$ cat config.mk
export PLATFORM = sky130hd
export DESIGN_NAME = fetch_unit
export DESIGN_NICKNAME = d
export VERILOG_FILES = /design/src/rtl/fetch_unit.sv
export SDC_FILE = /design/constraint.sdc
export NUM_CORES = 1
export LEC_CHECK = 0
export ABC_AREA = 1
export CAP_MARGIN = 20
export CORE_MARGIN = 2
export CORE_UTILIZATION = 46
export DETAILED_ROUTE_END_ITERATION = 10
export HOLD_SLACK_MARGIN = 0.05
export PLACE_DENSITY = 0.8
export SYNTH_ARGS = -nofsm -noshare
export SYNTH_HDL_FRONTEND = slang
export SYNTH_SLANG_ARGS = --single-unit
$ cat constraint.sdc
create_clock -name clk -period 2.3 [get_ports clk]
set_input_delay 0.46 -clock clk [delete_from_list [all_inputs] [get_ports clk]]
set_output_delay 0.46 -clock clk [all_outputs]
set_load 0.05 [all_outputs]
$ cat src/rtl/fetch_unit.sv
// fetch_unit: instruction fetch stage sitting directly in front of main memory.
// Owns the PC, issues single-word reads, captures the returned word and offers it
// to decode through a valid/ready handshake. Redirects reload the PC and kill any
// in-flight or held instruction. Misaligned or out-of-window PCs raise a sticky fault.
// Optional feature macro: FETCH_PERF_CNT_EN adds fetch_count / stall_count outputs.
// Vectors use [0:N-1] ordering (bit 0 = MSB).
module fetch_unit #(
  parameter int unsigned            ADDRESS_SIZE  = 32,
  parameter int unsigned            DATA_SIZE     = 32,
  parameter logic [0:ADDRESS_SIZE-1] START_ADDRESS = 32'h8002_0000,
  parameter int unsigned            MEM_SIZE      = 1048578
) (
  input  logic                    clk,
  input  logic                    rst_n,
  input  logic                    redirect_valid,
  input  logic [0:ADDRESS_SIZE-1] redirect_pc,
  input  logic                    insn_ready,
  output logic                    insn_valid,
  output logic [0:DATA_SIZE-1]    insn,
  output logic [0:ADDRESS_SIZE-1] pc_out,
  output logic                    fetch_fault,
  output logic [0:ADDRESS_SIZE-1] mem_addr,
  output logic [0:1]              mem_acc_size,
  output logic                    mem_wren,
  output logic                    mem_en,
  input  logic [0:DATA_SIZE-1]    mem_d_out,
  input  logic                    mem_busy
`ifdef FETCH_PERF_CNT_EN
  ,
  output logic [0:31]             fetch_count,
  output logic [0:31]             stall_count
`endif
);

  typedef enum logic [1:0] {
    REQ,
    RESP,
    HOLD,
    FAULT
  } state_t;

  localparam logic [0:ADDRESS_SIZE-1] LAST_OFFSET = ADDRESS_SIZE'(MEM_SIZE - 4);
  localparam logic [0:ADDRESS_SIZE-1] WORD_BYTES  = ADDRESS_SIZE'(4);

  state_t                    state;
  logic [0:ADDRESS_SIZE-1]   pc;
  logic [0:ADDRESS_SIZE-1]   offset;
  logic                      ok;

  assign mem_addr     = pc;
  assign mem_acc_size = 2'b00;
  assign mem_wren     = 1'b0;

  // Current PC must be word aligned and its whole word must lie inside the window
  always_comb begin
    offset = pc - START_ADDRESS;
    ok     = (pc[ADDRESS_SIZE-2:ADDRESS_SIZE-1] == 2'b00) &&
             (pc >= START_ADDRESS) &&
             (offset <= LAST_OFFSET);
  end

  // Read request: from REQ, or from HOLD back-to-back with the accepted transfer
  always_comb begin
    mem_en = 1'b0;
    if (rst_n && !redirect_valid && ok && !mem_busy) begin
      case (state)
        REQ:     mem_en = 1'b1;
        HOLD:    mem_en = insn_ready;
        default: mem_en = 1'b0;
      endcase
    end
  end

  // Fetch FSM with registered handshake outputs; redirect overrides every state
  always_ff @(posedge clk or negedge rst_n) begin
    if (!rst_n) begin
      state       <= REQ;
      pc          <= START_ADDRESS;
      insn        <= '0;
      pc_out      <= '0;
      insn_valid  <= 1'b0;
      fetch_fault <= 1'b0;
    end else if (redirect_valid) begin
      pc          <= redirect_pc;
      insn_valid  <= 1'b0;
      fetch_fault <= 1'b0;
      state       <= REQ;
    end else begin
      case (state)
        REQ: begin
          if (!ok) begin
            fetch_fault <= 1'b1;
            state       <= FAULT;
          end else if (!mem_busy) begin
            state <= RESP;
          end
        end
        RESP: begin
          insn       <= mem_d_out;
          pc_out     <= pc;
          pc         <= pc + WORD_BYTES;
          insn_valid <= 1'b1;
          state      <= HOLD;
        end
        HOLD: begin
          if (insn_ready) begin
            insn_valid <= 1'b0;
            state      <= (ok && !mem_busy) ? RESP : REQ;
          end
        end
        FAULT: begin
          fetch_fault <= 1'b1;
          insn_valid  <= 1'b0;
        end
        default: state <= REQ;
      endcase
    end
  end

`ifdef FETCH_PERF_CNT_EN
  // Transfer and stall counters; survive redirects, cleared only by reset
  always_ff @(posedge clk or negedge rst_n) begin
    if (!rst_n) begin
      fetch_count <= '0;
      stall_count <= '0;
    end else begin
      if (insn_valid && insn_ready && !redirect_valid)
        fetch_count <= fetch_count + 32'd1;
      if (insn_valid && !insn_ready)
        stall_count <= stall_count + 32'd1;
    end
  end
`endif

endmodule

Word level (Yosys, flattened, before mapping)
Index checks and enable logic that the tools add are counted.
Widths: inputs -> output; s select.
{"block": "word_totals", "register_bits": 100, "input_bits": 69, "out_inout_bits": 102, "elab_cells": 51}
{"block": "op_classes", "addsub": 2, "order_cmp": 2, "eq_ne": 6, "muxes": 16, "bitwise": 1, "reduce_logical": 18}
{"cell": "$mux 32", "n": 2}
{"cell": "$add 32x3->32 const B", "n": 1}
{"cell": "$ge 32x32->1 const B", "n": 1}
{"cell": "$le 32x20->1 const B", "n": 1}
{"cell": "$sub 32x32->32 const B", "n": 1}
{"cell": "$mux 2", "n": 4}
{"cell": "$reduce_bool 4->1", "n": 2}
{"cell": "$logic_and 1x1->1", "n": 6}
{"cell": "$mux 1", "n": 6}
{"cell": "$ne 3x3->1 const B", "n": 2}
{"cell": "$pmux 2 s3", "n": 1}
{"cell": "$reduce_and 2->1", "n": 3}
{"cell": "$eq 2x2->1 const B", "n": 2}
{"cell": "$logic_not 2->1", "n": 2}
{"cell": "$ne 4x4->1 const B", "n": 1}
{"cell": "$pmux 1 s2", "n": 2}
{"cell": "$pmux 1 s3", "n": 1}
{"cell": "$reduce_and 3->1", "n": 1}
{"cell": "$reduce_bool 3->1", "n": 1}
{"cell": "$eq 2x1->1 const B", "n": 1}
{"cell": "$logic_not 1->1", "n": 2}
{"cell": "$reduce_bool 2->1", "n": 1}
{"cell": "$not 1->1", "n": 1}

Depth between registers and ports, before layout
Gate-level depths: netlist of the first run.
{"block": "logic_depth", "ltp_word": 8, "ltp_mapped": 14, "mapped_depth_nobuf": 14}

Worst setup path before layout of the first run
Ideal clock, no wire load.
{"block": "synth_timing", "path_type": "reg2out", "from": "register pc (netlist bit mem_addr[13])", "to": "output port mem_en", "arrival_ns": 2.810, "required_time_ns": 1.840, "path_slack_ns": -0.970, "stages_incl_launch_ff": 12, "path_buffers": 0, "cell_sequence": "dfrtp_1 -> inv_1 -> ha_1 -> nand3_1 -> inv_1 -> nand2_1 -> nand2_1 -> nand2_1 -> nand2_1 -> nor2_1 -> nand2_1 -> nor3_1"}
{"block": "synth_via", "elab_chain_len": 6, "elab_cells_between_ends": 8, "classes_between": "1 x add/sub; 2 x order compare; 1 x mux; 4 x reduce/logical"}
{"element": "start: declaration", "line": "46", "source": "logic [0:ADDRESS_SIZE-1] pc;"}
{"element": "start signal: assignment", "line": "84", "source": "pc <= redirect_pc;"}
{"element": "start signal: assignment", "line": "101", "source": "pc <= pc + WORD_BYTES;"}
{"element": "$sub 32x32->32 or $ge 32x32->1 (tied branches)", "line": "56, 58"}
{"element": "$le 32x20->1 or $logic_and 1x1->1 (tied branches)", "line": "59, 57"}
{"element": "$logic_and 1x1->1 *", "line": "58", "source": "(pc >= START_ADDRESS) &&"}
{"element": "$logic_and 1x1->1 * (2 in a row)", "line": "65", "source": "if (rst_n && !redirect_valid && ok && !mem_busy) begin"}
{"element": "$mux 1 *", "line": "65"}
{"element": "end: declaration", "line": "25", "source": "output logic mem_en,"}
Every way passes the cells marked *; elsewhere a longest branch is shown, timed or not.

Worst setup path in the final report of the first run
{"block": "layout_timing", "from": "register pc (netlist bit mem_addr[14])", "to": "output port mem_en"}
The elaborated chain is that of the path after synthesis.

==> results.md, run 1 <==
Power and ir drop:
- In this run the static leakage power is about 3.5 nW.
- Of the total power, registers draw 0.291.
- The areal power density over the cells is 1320 nW/um^2.
- The share of total power consumed by net switching is 0.508.
- The worst-case IR drop observed on VDD is roughly 890 uV.
- The combinational share of power is 0.590.
- The total internal power is 4.91 mW.
- The switching power is between 5 and 6 mW.
- The proportion of power drawn by the clock network is 0.119.
- The completed layout was analyzed and its total power is roughly 10 mW.

Critical path:
- The worst setup path category is reg -> out.
- The worst setup path is launched from a flop.
- In this design, the largest share of critical-path delay is due to simple AND/OR/NAND/NOR gates.
- The signal on the critical path passes through inv_4 -> ha_4 -> nand3_2 -> nand3_2 -> nor2_2 -> nand2_1 -> nor2_1 -> nand2_1 -> nor2_2 -> nand2_2 -> nor3_4 -> buf_12.
- For this design, the slowest cell found on the critical path is dfstp_4.
- The setup slack of the worst register-to-register path is between 150 and 200 ps.
- The worst register-to-register path has a depth of 10.
- The most critical setup path has its startpoint at mem_addr[14].
- The end of the worst register-to-register path is mem_addr[1].
- The kind of end point of the critical path is an output port.
- The worst-path maximum fanout is 4.
- The largest single stage delay on the critical path is about 650 ps.
- STA puts the critical path data arrival time at roughly 2300 ps.
- The required time at the endpoint of the critical path is ~1800 ps.
- The start of the worst register-to-register path is mem_addr[14].
- The number of logic stages on the critical path including buffering is 12.
- Counting both buffers and inverters, the worst setup path holds a total of 2.

Place:
- In this run the tool buffered the top-level ports with ~170 buffer cells.
- The placed standard-cell area is between 7000 and 8000 sq um.
- The pre-CTS worst setup slack is -136 ps.
- The half-perimeter wire length of the detailed placement result is 11600 um.
- The global placement routability congestion is 0.899.

Global route:
- The number of global-route vias before repair is between 5000 and 6000.
- Entering global routing, the biggest net connects 101 pins.
- The initial antenna violation count is 0.
- The global-route congestion overflow total is 0.
- The first-pass GRT wire length is around 25000 um.
- The overall track demand over capacity in global routing is 0.271.

Detailed routing:
- The violation count after the first detailed-route iteration is ~250.
- The via density per instance is 5.23.
- The antenna violation net count after detailed routing is 0.
- The routed design has 15500 um of wire.
- After detailed routing, the number of remaining DRC violations is 0.
- The first-pass iteration count of the detailed router is 5.
- The via count is 5251.
- The detail-routed net length per standard cell is roughly 15 um.

Synthesis:
- The number of distinct library cells after synthesis is 38.
- The count of synthesis-stage warnings from yosys is 0.
- The register area share after synthesis is 0.490.
- The flip-flop and latch count after synthesis is 100.
- Counting every instance in the synthesized netlist gives ~670.
- After synthesis the cells add up to a little over 5000 sq um.
- After synthesis, the mean cell area works out to ~7.7 sq um.

Final layout:
- The diode insertion count for antenna repair is 0.
- The area growth from synthesis to layout is 47.4%.
- At the end of the flow, the number of nets in the layout was 936.
- The final instance area is approximately 7500 sq um.
- The fraction of layout instances using a drive strength above 1 is 0.134.
- The commonest non-fill, non-tap cell in the layout is nand2_1.
- The final core area utilization is 0.695.
- In the layout the commonest cells are nand2_1 (218), clkdlybuf4s50_1 (162), nor2_1 (97).

Floorplanning:
- The core outline area is about 11000 sq um.
- The initial standard-cell utilization of the core is 0.472.
- The area of the die is ~12000 sq um.
- The number of rows in the core area is 38.
- The floorplan step set the die height to around 110 um.
- During I/O placement, the number of pins put on the boundary was ~170.
- Measured along the x axis, the die boundary spans between 100 and 150 um.

Outcome:
- The final reports fail on setup timing.
- The flow ran to the end, but the final reports show violations.

Clocking:
- The number of clock buffers inserted by TritonCTS is 9.
- The clock passes through at most 2 buffers.
- The H-tree depth is 3.
- The root buffer cell chosen for the clock tree is clkbuf_8.
- For this design, the sink count on the clock tree is 100.
- The clock-pin slew on the worst setup and hold paths is 100 ps.
- For the worst-skew pair, the clock arrives at the later sink with an insertion delay of approximately 380 ps.
- The TritonCTS clock tree is yes.
- The hold buffer count at cts is 0.

STA:
- In the final timing run, aggregate negative setup slack is -443 ps.
- Setup violations remaining at the end of the flow were counted as 1.
- Setup slack on the critical path of the routed design comes to -443 ps.
- For the pin with the worst max-slew slack, the measured transition is roughly 560 ps.
- The clock skew after layout is 6.33 ps.
- The count of final hold-check violations is 0.
- The post-route minimum period is roughly 2700 ps.
- In the finished design, the share of the clock period the worst path needs comes to 1.19.
- The top achievable clock speed is 365 MHz.
- The normalized max-slew margin is 0.625.
- The total count of max-transition violations in the final report was 0.
- Setup repair after global routing could not meet its margin everywhere.

Min path:
- The worst hold-check path type is in -> async.

Run:
- The tool flagged a number of max-cap violations equal to 0.
## synth_stat cells
| library cell | number | area share |
|---|---|---|
| buf_1 | 8 | 0.0059 |
| o21a_1 | 1 | 0.0015 |
| nand3_1 | 57 | 0.056 |
| inv_2 | 3 | 0.0022 |
| nand4_1 | 8 | 0.0098 |
| buf_4 | 3 | 0.0044 |
| o311ai_1 | 1 | 0.0017 |
| dfstp_2 | 2 | 0.010 |
| nor3_1 | 5 | 0.0049 |
| nand4_4 | 1 | 0.0042 |
| o311ai_0 | 3 | 0.0051 |
| nor3_2 | 2 | 0.0039 |
| xor2_1 | 2 | 0.0034 |
| o31ai_1 | 3 | 0.0044 |
| nor4_4 | 1 | 0.0042 |
| o211ai_1 | 10 | 0.015 |
| inv_1 | 45 | 0.033 |
| dfrtp_1 | 98 | 0.48 |
| nor2_2 | 4 | 0.0049 |
| a32oi_1 | 1 | 0.0017 |
| nor2_1 | 103 | 0.076 |
| nand3_2 | 1 | 0.0020 |
| or2_2 | 1 | 0.0012 |
| nor2_4 | 4 | 0.0088 |
| buf_2 | 6 | 0.0059 |
| nor4_1 | 2 | 0.0024 |
| nand2_2 | 1 | 0.0012 |
| conb_1 | 1 | 0.00073 |
| a21oi_1 | 7 | 0.0069 |
| clkbuf_1 | 15 | 0.011 |
| o21ai_0 | 15 | 0.015 |
| nand2_1 | 224 | 0.16 |
| nor3_4 | 1 | 0.0032 |
| o2111ai_1 | 4 | 0.0069 |
| a22oi_1 | 11 | 0.016 |
| ha_1 | 8 | 0.020 |
| o21ai_1 | 2 | 0.0020 |
| o221ai_1 | 1 | 0.0017 |
## metrics by stage
| stage | hold WS [ps] | std cells |
|---|---|---|
| after floorplan | 164 | 667 |
| after global placement | 453 | 986 |
| after detailed placement | 457 | 986 |
| after CTS | 201 | 1009 |
| after global routing | 221 | 1004 |
| final | 165 | 1004 |
## power groups by stage
stage          registers [mW]  logic [mW]  clock network [mW]
4_1_cts                  2.90        5.87                1.23
2_1_floorplan            5.20        1.38                   0
3_3_place_gp             2.91        5.76                   0
3_5_place_dp             2.93        5.84                   0
5_1_grt                  2.99        6.27                1.27
6_report                 2.91        5.89                1.19
## registers in the layout, indices dropped and copies added, names as in the netlist
register	cells
pc_out	32
insn_valid	1
state	2
fetch_fault	1
insn	32
mem_addr	32
## area by class of cell
class                           instances  area, sq um
Multi-Input combinational cell        487         2410
Tap cell                              140          175
Fill cell                             885         3300
Clock buffer                           10          138
Inverter                               48          183
Timing Repair Buffer                  213         2050
Clock inverter                          6         70.1
Sequential cell                       100         2520
## logic make-up (layout without fill, tap and decap cells)
family | Yosys count | in the layout | share of synthesized area
flip-flops | 100 | 100 | 0.490
buffers and inverters | 80 | 277 | 0.0624
other | 1 | 3 | 0.000734
XOR/XNOR | 2 | 2 | 0.00343
AO/OA/AOI/OAI | 59 | 59 | 0.0773
adder cells (fa/ha/maj) | 8 | 8 | 0.0196
AND/OR/NAND/NOR | 415 | 415 | 0.347
## worst max path at each step
stage | slack [ps] | to
floorplan | -230 | mem_en
global placement | -90 | mem_en
detailed placement | -140 | mem_en
CTS | -470 | mem_en
global route | -560 | mem_en
finish | -440 | mem_en
## routing by layer
layer  vias to the layer above  share of wire  track usage
li1                       2518              -            -
met1                      2501           0.40        0.337
met2                       199           0.49        0.456
met3                        33          0.078       0.0676
met4                         0          0.027        0.100
met5                         -              0            0
## timing repair
action,in CTS,in global routing
cloned,0,0
resized for setup,2,20
pin swaps,2,7
endpoints found under the setup margin,2,7
setup buffers,7,1
Note: power is estimated with default switching activity, not from simulation.
==> inputs of run 2 (changes only) <==
Settings changed: CORE_UTILIZATION 46 to 50, PLACE_DENSITY 0.8 to 0.86.
Clock period 2.3 ns to 3.28 ns, I/O delays scaled along.
==> run 2 against run 1 <==
Effect of this change: the run now ends clean; worst hold slack better by 170 ps; total power down 33%; design area down 5.6%; register-to-register slack improved by 850 ps; sequential share of layout area grew 1.8 points; final cell count down 4.2%; flip-flop and latch count did not move; utilization is 2.6 points higher; global-route usage is 1.3 points higher; combinational power fell by 34%; critical endpoint unchanged; largest power group unchanged; highest routed layer unchanged.
==> results.md, run 2 (synthesized netlist as in run 1, its figures left out) <==
Clocking:
- The later pin in the worst-skew pair is clocked with a latency of 380 ps.
- The H-tree depth is 3.
- The number of clock buffers inserted by TritonCTS is 9.
- After clock tree synthesis, the flow added hold-fix buffers numbering 0.
- The clock-pin slew on the worst setup and hold paths is approximately 100 ps.
- The TritonCTS clock tree is yes.
- The sink count of the clock tree is 100.
- The cell sitting at the root of the clock tree is a clkbuf_8.
- The worst-case clock buffer depth is 2.

Critical path:
- The worst-path maximum fanout is 6.
- The slowest cell on the critical path is dfstp_2.
- The biggest cell delay along the critical path is roughly 600 ps.
- The worst path arrival time is between 2000 and 2500 ps.
- The worst setup path is launched from a flop.
- The required time at the endpoint of the critical path is between 2000 and 3000 ps.
- The end of the worst register-to-register path is mem_addr[1].
- The critical path goes through inv_1 -> ha_2 -> nand3_2 -> inv_1 -> nand2_1 -> nand2_1 -> nand2_1 -> nand2_1 -> nor2_1 -> nand2_1 -> nor3_4 -> buf_12.
- The worst reg-to-reg path cell count is 8.
- Counting stages on the worst path, the most repeated cell is nand2_1.
- The setup slack of the worst register-to-register path is approximately 1000 ps.
- The worst setup path category is reg -> out.
- The start of the worst register-to-register path is mem_addr[29].
- The kind of end point of the critical path is an output port.

Global route:
- The overall track demand over capacity in global routing is 0.284.
- The first global-routing pass estimated 25200 um of wire.
- The global-route congestion overflow total is 0.
- The initial antenna violation count came to 0.
- The largest net degree at the start of global routing is 70.
- The number of global-route vias before repair was slightly above 5000.

Power and ir drop:
- Total power for the finished layout comes to around 6.7 mW.
- The switching power is ~3.5 mW.
- Of the total power, the clock network draws 0.109.
- The total internal power is 3.22 mW.
- The reported leakage power is 3.25 nW.
- The combinational share of power is 0.575.
- Of the total power, the share spent switching nets is 0.520.
- The sequential share of power is 0.316.
- The areal power density over the cells is between 900 and 1000 nW/um^2.
- The worst voltage drop across the vdd grid is between 700 and 800 uV.

STA:
- Dividing the final minimum period by the clock period gives 0.937.
- Setup repair after global routing left no endpoint under its margin.
- The slew at the pin with the worst max-slew slack is around 880 ps.
- Adding up every negative setup slack in the final design gives 0 ps.
- Across the routed clock network, the largest skew measured is between 10 and 15 ps.
- Headroom to the max-slew limit came out at 0.415.
- The top achievable clock speed is between 300 and 400 MHz.
- After layout, the minimum clock period comes to 3070 ps.
- The smallest hold slack is between 300 and 400 ps.
- The total count of max-transition violations in the final report is 0.
- The count of final hold-check violations is 0.
- Setup violations remaining at the end of the flow were counted as 0.

Outcome:
- The run finished with clean final reports.

Place:
- The global placement routability congestion is roughly 0.89.
- Input and output buffers added on the ports amount to between 150 and 200.
- After detailed placement, the total cell area comes to a little under 7000 sq um.
- The half-perimeter wire length of the detailed placement result is ~11000 um.

Floorplanning:
- The horizontal die dimension is approximately 110 um.
- The die is 105 um tall.
- For this configuration, the core starts out at a cell density of 0.518.
- After floorplanning, the core was divided into 36 placement rows.
- Pin placement for this block handled about 170 I/O pins.
- The core outline area is approximately 9900 sq um.
- The floorplan step defined a die boundary enclosing 11000 sq um.

Detailed routing:
- The post-detailed-routing wire length is around 15000 um.
- The via density per instance is 5.26.
- Dividing the detail-routed wire length by the instance count gives 15.5 um.
- The first-pass iteration count of the detailed router is 4.
- The antenna violation net count after detailed routing is 0.
- The violation count after the first detailed-route iteration is between 200 and 300.
- The DRC violation count after routing is 0.
- The via count is between 5000 and 6000.

Final layout:
- Summing all non-filler instances in the final layout gives an area of approximately 7100 sq um.
- Compared with the post-synthesis result, the final layout area differs by 39.2%.
- In the layout the commonest cells are nand2_1 (223), clkdlybuf4s50_1 (165), nor2_1 (102).
- The diode insertion count for antenna repair is 0.
- The area taken by flip-flops and latches is between 2000 and 3000 sq um.
- The multi-input gate area in the final layout is roughly 2300 sq um.
- The number of nets in the layout is 901.
- Counting the fill cells in the layout gives around 770.
- Measured on the finished design, the core utilization comes to 0.721.
- The library cell used most frequently in the layout, excluding fill and tap cells, is nand2_1.
- The fraction of layout instances using a drive strength above 1 is 0.0688.

Min path:
- The tightest min-delay check is of the in -> async type.

Run:
- The count of maximum capacitance violations is 0.
-- run 2: cell count changes in the layout (fill, tap and decap cells not counted), sizes merged --
cell           before  now
inv                50   49
clkdlybuf4s50     162  165
buf                49   13
clkinv              1    3
bufinv              1    0
dlygate4sd2         1    0
clkinvlp            2    0
dlymetal6s2s        1    0
clkbuf             10   12
-- run 2: critical path, delay by kind of cell (launching register included) --
kind,cells,cell delay [ps]
and+or+nand+nor,8,900
DFF,1,600
buffers and inverters,3,330
adders and majority gates,1,220
-- run 2: power groups by stage --
stage	registers (mW)	clock network [mW]	logic, mW
floorplan	3.64	0	0.955
global placement	2.11	0	3.80
detailed placement	2.13	0	3.85
CTS	2.12	0.737	3.86
global route	2.19	0.785	4.09
finish	2.12	0.730	3.86
-- run 2: final cells by class --
type,instances,share of cell area
clock buffers,12,0.0204
clock inverters,4,0.00334
inverters,48,0.0253
multi-input cells,487,0.328
flip-flops and latches,100,0.352
well taps,133,0.0234
repair buffers,178,0.248
-- run 2: layer usage --
layer | vias up | GRT usage | wire length [um] | share of wire
li1 | 2452 | - | - | -
met1 | 2395 | 0.367 | 6250 | 0.42
met2 | 194 | 0.465 | 7280 | 0.49
met3 | 17 | 0.0811 | 1210 | 0.081
met4 | 0 | 0.0848 | 180 | 0.012
met5 | - | 0 | 0 | 0
-- run 2: timing repair --
action | 4_1_cts | 5_1_grt
buffers inserted | 0 | 2
gates resized for setup | 0 | 9
hold endpoints to repair | 0 | 0
endpoints found under the setup margin | 0 | 1
-- run 2: stage by stage --
step / setup slack [ps] / instances
floorplan: 237 / 667
global placement: 593 / 944
detailed placement: 535 / 944
CTS: 108 / 960
global route: 31.0 / 962
finish: 208 / 962
-- run 2: how the worst max path moves through the flow --
stage / startpoint / endpoint / slack [ps]
finish: mem_addr[14] / mem_en / 210
detailed placement: mem_addr[14] / mem_en / 540
CTS: mem_addr[14] / mem_en / 110
global placement: mem_addr[14] / mem_en / 590
global route: mem_addr[14] / mem_en / 30
floorplan: mem_addr[13] / mem_en / 240
